===== config.mk =====
export PLATFORM = sky130hd
export DESIGN_NAME = serial_subtractor_flat
export DESIGN_NICKNAME = d
export VERILOG_FILES = /design/src/rtl/serial_subtractor_if.sv /design/src/rtl/serial_subtractor.sv /design/src/flat_wrapper.sv
export SDC_FILE = /design/constraint.sdc
export NUM_CORES = 1
export LEC_CHECK = 0
export CAP_MARGIN = 15
export CORE_AREA = 5 5 52 54
export DETAILED_ROUTE_END_ITERATION = 10
export DIE_AREA = 0 0 57 59
export PLACE_DENSITY = 0.64
export SLEW_MARGIN = 20
export SYNTH_ARGS = -nofsm -noshare
export SYNTH_HDL_FRONTEND = slang
export SYNTH_SLANG_ARGS = --single-unit
export TNS_END_PERCENT = 100

===== constraint.sdc =====
create_clock -name clk -period 1.5 [get_ports clk]
set_input_delay 0.15 -clock clk [delete_from_list [all_inputs] [get_ports clk]]
set_output_delay 0.15 -clock clk [all_outputs]
set_load 0.03 [all_outputs]

===== src/rtl/serial_subtractor_if.sv =====
// Start/done handshake and operand/result bundle for the bit-serial subtractor.
interface serial_subtractor_if #(
    parameter int WIDTH = 4
);
    logic             start;
    logic [WIDTH-1:0] A;
    logic [WIDTH-1:0] B;
    logic             busy;
    logic             done;
    logic [WIDTH-1:0] D;
    logic             borrow;

    modport master (
        output start, A, B,
        input  busy, done, D, borrow
    );

    modport slave (
        input  start, A, B,
        output busy, done, D, borrow
    );
endinterface


===== src/rtl/serial_subtractor.sv =====
// Bit-serial D = A - B, LSB first, one bit per clock, start/done handshake.
// Optional macro SUB_SATURATE_EN clamps D to 0 on a final borrow (unsigned floor).
//
// state | meaning
// IDLE  | waiting for start; D/borrow hold the last result
// RUN   | shifting one bit per edge; completes when count = WIDTH-1
module serial_subtractor #(
    parameter int WIDTH = 4
) (
    input  logic               clk,
    input  logic               rst_n,
    serial_subtractor_if.slave sif
);
    localparam int CW = $clog2(WIDTH);
    localparam logic [CW-1:0] CNT_LAST = CW'(WIDTH - 1);

    typedef enum logic {IDLE, RUN} state_t;

    state_t           state_q, state_d;
    logic [CW-1:0]    cnt_q, cnt_d;
    logic             br_q, br_d;
    logic [WIDTH-1:0] a_q, a_d;
    logic [WIDTH-1:0] b_q, b_d;
    logic [WIDTH-1:0] res_q, res_d;
    logic [WIDTH-1:0] diff_q, diff_d;
    logic             borrow_q, borrow_d;
    logic             busy_q, busy_d;
    logic             done_q, done_d;

    logic             d_bit;
    logic             br_nxt;
    logic [WIDTH-1:0] res_nxt;

    always_comb begin
        d_bit   = a_q[0] ^ b_q[0] ^ br_q;
        br_nxt  = (~a_q[0] & b_q[0]) | (~(a_q[0] ^ b_q[0]) & br_q);
        res_nxt = {d_bit, res_q[WIDTH-1:1]};

        state_d  = state_q;
        cnt_d    = cnt_q;
        br_d     = br_q;
        a_d      = a_q;
        b_d      = b_q;
        res_d    = res_q;
        diff_d   = diff_q;
        borrow_d = borrow_q;
        busy_d   = busy_q;
        done_d   = 1'b0;

        case (state_q)
            IDLE: begin
                if (sif.start) begin
                    a_d     = sif.A;
                    b_d     = sif.B;
                    cnt_d   = '0;
                    br_d    = 1'b0;
                    busy_d  = 1'b1;
                    state_d = RUN;
                end
            end
            RUN: begin
                a_d   = a_q >> 1;
                b_d   = b_q >> 1;
                res_d = res_nxt;
                br_d  = br_nxt;
                cnt_d = cnt_q + CW'(1);
                if (cnt_q == CNT_LAST) begin
`ifdef SUB_SATURATE_EN
                    diff_d = br_nxt ? '0 : res_nxt;
`else
                    diff_d = res_nxt;
`endif
                    borrow_d = br_nxt;
                    done_d   = 1'b1;
                    busy_d   = 1'b0;
                    cnt_d    = '0;
                    state_d  = IDLE;
                end
            end
        endcase
    end

    always_ff @(posedge clk or negedge rst_n) begin
        if (!rst_n) begin
            state_q  <= IDLE;
            cnt_q    <= '0;
            br_q     <= 1'b0;
            a_q      <= '0;
            b_q      <= '0;
            res_q    <= '0;
            diff_q   <= '0;
            borrow_q <= 1'b0;
            busy_q   <= 1'b0;
            done_q   <= 1'b0;
        end else begin
            state_q  <= state_d;
            cnt_q    <= cnt_d;
            br_q     <= br_d;
            a_q      <= a_d;
            b_q      <= b_d;
            res_q    <= res_d;
            diff_q   <= diff_d;
            borrow_q <= borrow_d;
            busy_q   <= busy_d;
            done_q   <= done_d;
        end
    end

    assign sif.busy   = busy_q;
    assign sif.done   = done_q;
    assign sif.D      = diff_q;
    assign sif.borrow = borrow_q;
endmodule


===== src/flat_wrapper.sv =====
// flat-port wrapper written by rule: the top's interface ports become plain ports
module serial_subtractor_flat 
#(
    parameter int WIDTH = 4
)
  (clk, rst_n, sif_start, sif_A, sif_B, sif_busy, sif_done, sif_D, sif_borrow);
  serial_subtractor_if #(.WIDTH(WIDTH)) sif_i ();
  input  logic clk;
  input  logic rst_n;
  input wire logic [$bits(sif_i.start)-1:0] sif_start;
  input wire logic [$bits(sif_i.A)-1:0] sif_A;
  input wire logic [$bits(sif_i.B)-1:0] sif_B;
  output wire logic [$bits(sif_i.busy)-1:0] sif_busy;
  output wire logic [$bits(sif_i.done)-1:0] sif_done;
  output wire logic [$bits(sif_i.D)-1:0] sif_D;
  output wire logic [$bits(sif_i.borrow)-1:0] sif_borrow;
  assign sif_i.start = sif_start;
  assign sif_i.A = sif_A;
  assign sif_i.B = sif_B;
  assign sif_busy = sif_i.busy;
  assign sif_done = sif_i.done;
  assign sif_D = sif_i.D;
  assign sif_borrow = sif_i.borrow;
  serial_subtractor #(.WIDTH(WIDTH)) u_core (.clk(clk), .rst_n(rst_n), .sif(sif_i));
endmodule

### Word-level counts from Yosys, hierarchy flattened

Cells that the tools add are included.

* register bits: 23
* output and inout bits: 7
* word-level logic and storage cells: 41

* $add $sub $neg: 1
* eq/ne operators: 3
* multiplexer cells: 17
* bitwise logic cells: 8
* reduce and logical (&&, ||, !) cells: 2

Operators by type and width (number)
* 4-bit one-hot mux with 2 select lines: 2
* 4-bit two-way mux: 2
* 1-bit two-way mux: 7
* 1-bit one-hot mux with 2 select lines: 3
* 2-bit two-way mux: 2
* 2-bit inequality test (second input constant): 2
* 2-bit one-hot mux with 2 select lines: 1
* 2-bit AND reduction: 2
* 1-bit inverter: 3
* 2-bit by 1-bit adder with 2-bit output (second input constant): 1
* 1-bit AND: 2
* 2-bit equality test (second input constant): 1
* 1-bit bitwise XOR: 2
* 1-bit OR: 1

### Longest topological paths before layout

* depth after elaboration: 5
* mapped depth: 4
* mapped depth without buffers: 4

### Least setup slack after synthesis

OpenSTA, ideal clock, no wires.

* path kind: reg-to-reg
* start: register u_core.b_q[0]
* end: register u_core.diff_q[3] (netlist: u_core.sif.D[3])
* data arrival time: 1.108 ns
* data required time: 1.375 ns
* slack: 0.267 ns
* stages on the path, launching flop included: 4
* buffers on the path: 0
* clock period less this slack: 1.233 ns
* cells stage by stage: dfrtp_1 > inv_1 > fa_1 > mux2_4

* longest elaborated chain between the ends: 2

Ends and longest elaborated chain
* start: declaration: line serial_subtractor.sv:23 `logic [WIDTH-1:0] b_q, b_d;`
* start signal: assignment: line serial_subtractor.sv:89 `b_q <= '0;`
* start signal: assignment: line serial_subtractor.sv:100 `b_q <= b_d;`
* 1-bit bitwise XOR (2 in a row): line serial_subtractor.sv:35 `d_bit = a_q[0] ^ b_q[0] ^ br_q;`
* via u_core.d_bit: line serial_subtractor.sv:30 `logic d_bit;`
* end signal: assignment: line serial_subtractor.sv:102 `diff_q <= diff_d;`
* end: declaration: line serial_subtractor.sv:25 `logic [WIDTH-1:0] diff_q, diff_d;`

The timed path passes the listed nets, and every way through them passes these cells.
A chain may end at the register's enable or synchronous reset.

### Worst setup path after layout

Ends and elaborated chain as after synthesis.

==> results.tsv <==
stage	metric	value	unit
floorplanning	rows	17	
route	drt_pass1_iterations	2	
floorplanning	die_h	59	µm
floorplanning	start_util	0.428	
route	detailroute.via_count	569	
synth	syn-instance-count	70	
placement	dp.cells	116	
placement	place_ws	0.158	ns
sta	hold-worst-slack	0.177	ns
global_route	grt_max_degree	23	
critical_path	cp.required	1.70	ns
synth	synth_ff_type	dfrtp_1	
sta	layout_min_cycle_time	1.31	ns
synth	ys_ff_latch	22	
critical_path	arrival	1.51	ns
sta	worstMarginPinSlew	0.345	ns
flow_run	maxCapViolCount	0	
critical_path	worstReg2RegEnd	u_core.sif.D[3]$_DFFE_PN0P_	
global_route	grt_pass1_wl	2680	µm
hold_path	hold_path.class	in2async	
power_and_ir_drop	p_total	2.40	mW
route	drt_iter0_markers	4	
clock_network	htreeDepth	1	
global_route	overflow	0	
power_and_ir_drop	ir_worst_vdd	1.19	mV
sta	finalCritPeriodShare	0.872	
final_layout	area_growth	28.3	%
critical_path	cp_cell_sequence	inv_1, fa_1, mux2_4	
clock_network	clock_path_buffers	2	
sta	fmax	0.764	GHz
final_layout	fin_cells	120	
placement	gp_congestion	0.729	
route	viasPerCell	4.74	
final_layout	fin_area	1190	µm²
sta	setup_tns	0	ns
synth	syn_nets	83	
route	antenna_left	0	
placement	placed_area	1140	µm²
critical_path	worst-path-buf-inv	1	
synth	synth_area_leaders	dfrtp_1 59%, mux2i_1 8.6%, mux2_4 8.1%	
synth	ys_warn_count	0	
sta	relSlewSlack	0.770	
critical_path	max_stage_delay	0.50	ns
route	drc	0	
global_route	grt_pass1_vias	636	
final_layout	post-route-util	0.550	
placement	portBuffers	17	
critical_path	crit_fanout	2	
synth	yosysTopAreaCellShare	0.592	
clock_network	postCtsHoldBufs	0	
floorplanning	die_area	3360	µm²
final_layout	drive_above_1_share	0.196	
synth	synthesis.area	930	µm²
floorplanning	io_pins	18	
sta	finClkSkew	0.00358	ns
clock_network	root_buffer	clkbuf_4	
clock_network	numClockSinks	22	
placement	dpl.hpwl	1060	µm
final_layout	antennaDiodeCount	0	
floorplanning	die_x	57	µm
synth	synth_edf_count	0	
synth	synth_most_common_cell	dfrtp_1	
synth	ys_top_cells_by_count	22 x dfrtp_1, 8 x mux2i_1, 6 x nand2_1, 6 x o21ai_0	
clock_network	cts_tree	built	
power_and_ir_drop	powerDensity	2020	nW/µm²
route	routed_wl	1410	µm
sta	finalSetupViolations	0	
critical_path	crit_family	adder cells	
clock_network	numCtsBuffers	3	
synth	synth_area_leader_cell	dfrtp_1	
critical_path	end_kind	flip-flop	
critical_path	slowest_stage	fa_1	
critical_path	reg2reg_from	u_core.b_q[0]$_DFFE_PN0P_	
final_layout	fin_nets	106	
sta	hold_violations	0	
global_route	antenna_found_initial	0	
sta	rsz0062_at_grt	no	
critical_path	reg2reg_depth	3	
critical_path	crit_type	reg2reg	
global_route	track_usage	0.102	
clock_network	clkLatencyLatePin	0.30	ns
clock_network	clk_pin_slew_worst_paths	0.12	ns
route	wl_per_cell	11.8	µm
critical_path	r2r_slack	0.19	ns
power_and_ir_drop	p_leak	0.603	nW
synth	seq_area_frac_synth	0.592	
floorplanning	fp.coreArea	2170	µm²
status	status	finished, final reports clean	
sta	drv_slew	0	
critical_path	cp-start-kind	flip-flop	
sta	fin_ws	0.191	ns
synth	async_reset_ff_frac	1.00	
synth	synth_cell_types	16	
synth	syn_area_per_cell	13.3	µm²
## registers in the layout (all words and copies together), names as in the netlist
name               flops
u_core.cnt_q           2
u_core.a_q             4
u_core.sif.D           4
u_core.res_q           3
u_core.sif.done        1
u_core.state_q         1
u_core.br_q            1
u_core.sif.borrow      1
u_core.b_q             4
u_core.sif.busy        1
## layout by cell type (no fill, tap or decap), types with 2 or more instances in the layout
cell / instances
dlygate4sd2_1: 6
dfrtp_1: 22
clkdlybuf4s50_1: 10
a22o_1: 2
mux2_4: 5
mux2_2: 4
nand2_1: 6
clkbuf_4: 3
nor2_1: 4
o21ai_0: 6
buf_4: 4
inv_1: 5
mux2i_1: 8
## power breakdown
part           switching (mW)  internal, mW  leakage [nW]
logic                   0.471         0.490         0.300
registers               0.155         0.844         0.275
clock network           0.175         0.270        0.0279
total                   0.801          1.60         0.603
## what timing repair did
item	CTS	global route
setup endpoints to repair	6	1
buffers inserted	0	0
pin swaps	0	0
resized for setup	6	1
cloned	0	0
## worst max path at each step
| stage | startpoint | end | slack, ns | depth (start not counted) |
|---|---|---|---|---|
| after floorplan | u_core.b_q[0]$_DFFE_PN0P_ | u_core.sif.D[3]$_DFFE_PN0P_ | 0.27 | 3 |
| after global placement | sif_start | u_core.b_q[2]$_DFFE_PN0P_ | 0.20 | 4 |
| after detailed placement | sif_start | u_core.a_q[2]$_DFFE_PN0P_ | 0.16 | 4 |
| after CTS | u_core.sif.done$_DFF_PN0_ | sif_done | 0.02 | 1 |
| after global routing | u_core.b_q[0]$_DFFE_PN0P_ | u_core.sif.D[3]$_DFFE_PN0P_ | 0.13 | 3 |
| final | u_core.b_q[0]$_DFFE_PN0P_ | u_core.sif.D[3]$_DFFE_PN0P_ | 0.19 | 3 |
## final cells by class
type	count	area (µm²)
clock buffers	3	22.5
multi-input cells	40	340
well taps	28	35.0
fillers	205	977
flip-flops and latches	22	551
inverters	5	18.8
clock inverters	1	30.0
repair buffers	21	195
## logic make-up (layout without fill, tap and decap cells)
family,Yosys count,count (layout),synth area share
DFF,22,22,0.592
muxes,17,17,0.215
buffers and inverters,8,30,0.0417
AOI/OAI and AO/OA,10,10,0.0633
adders and majority gates,2,2,0.0350
and+or+nand+nor,11,11,0.0525
## layer usage
layer / share of wire / GRT usage / vias up
li1: - / - / 285
met3: 0.053 / 0.0436 / 0
met5: 0 / 0 / -
met1: 0.45 / 0.123 / 270
met4: 0 / 0.0199 / 0
met2: 0.49 / 0.171 / 14
No activity file was read; power rests on OpenSTA's default activity.
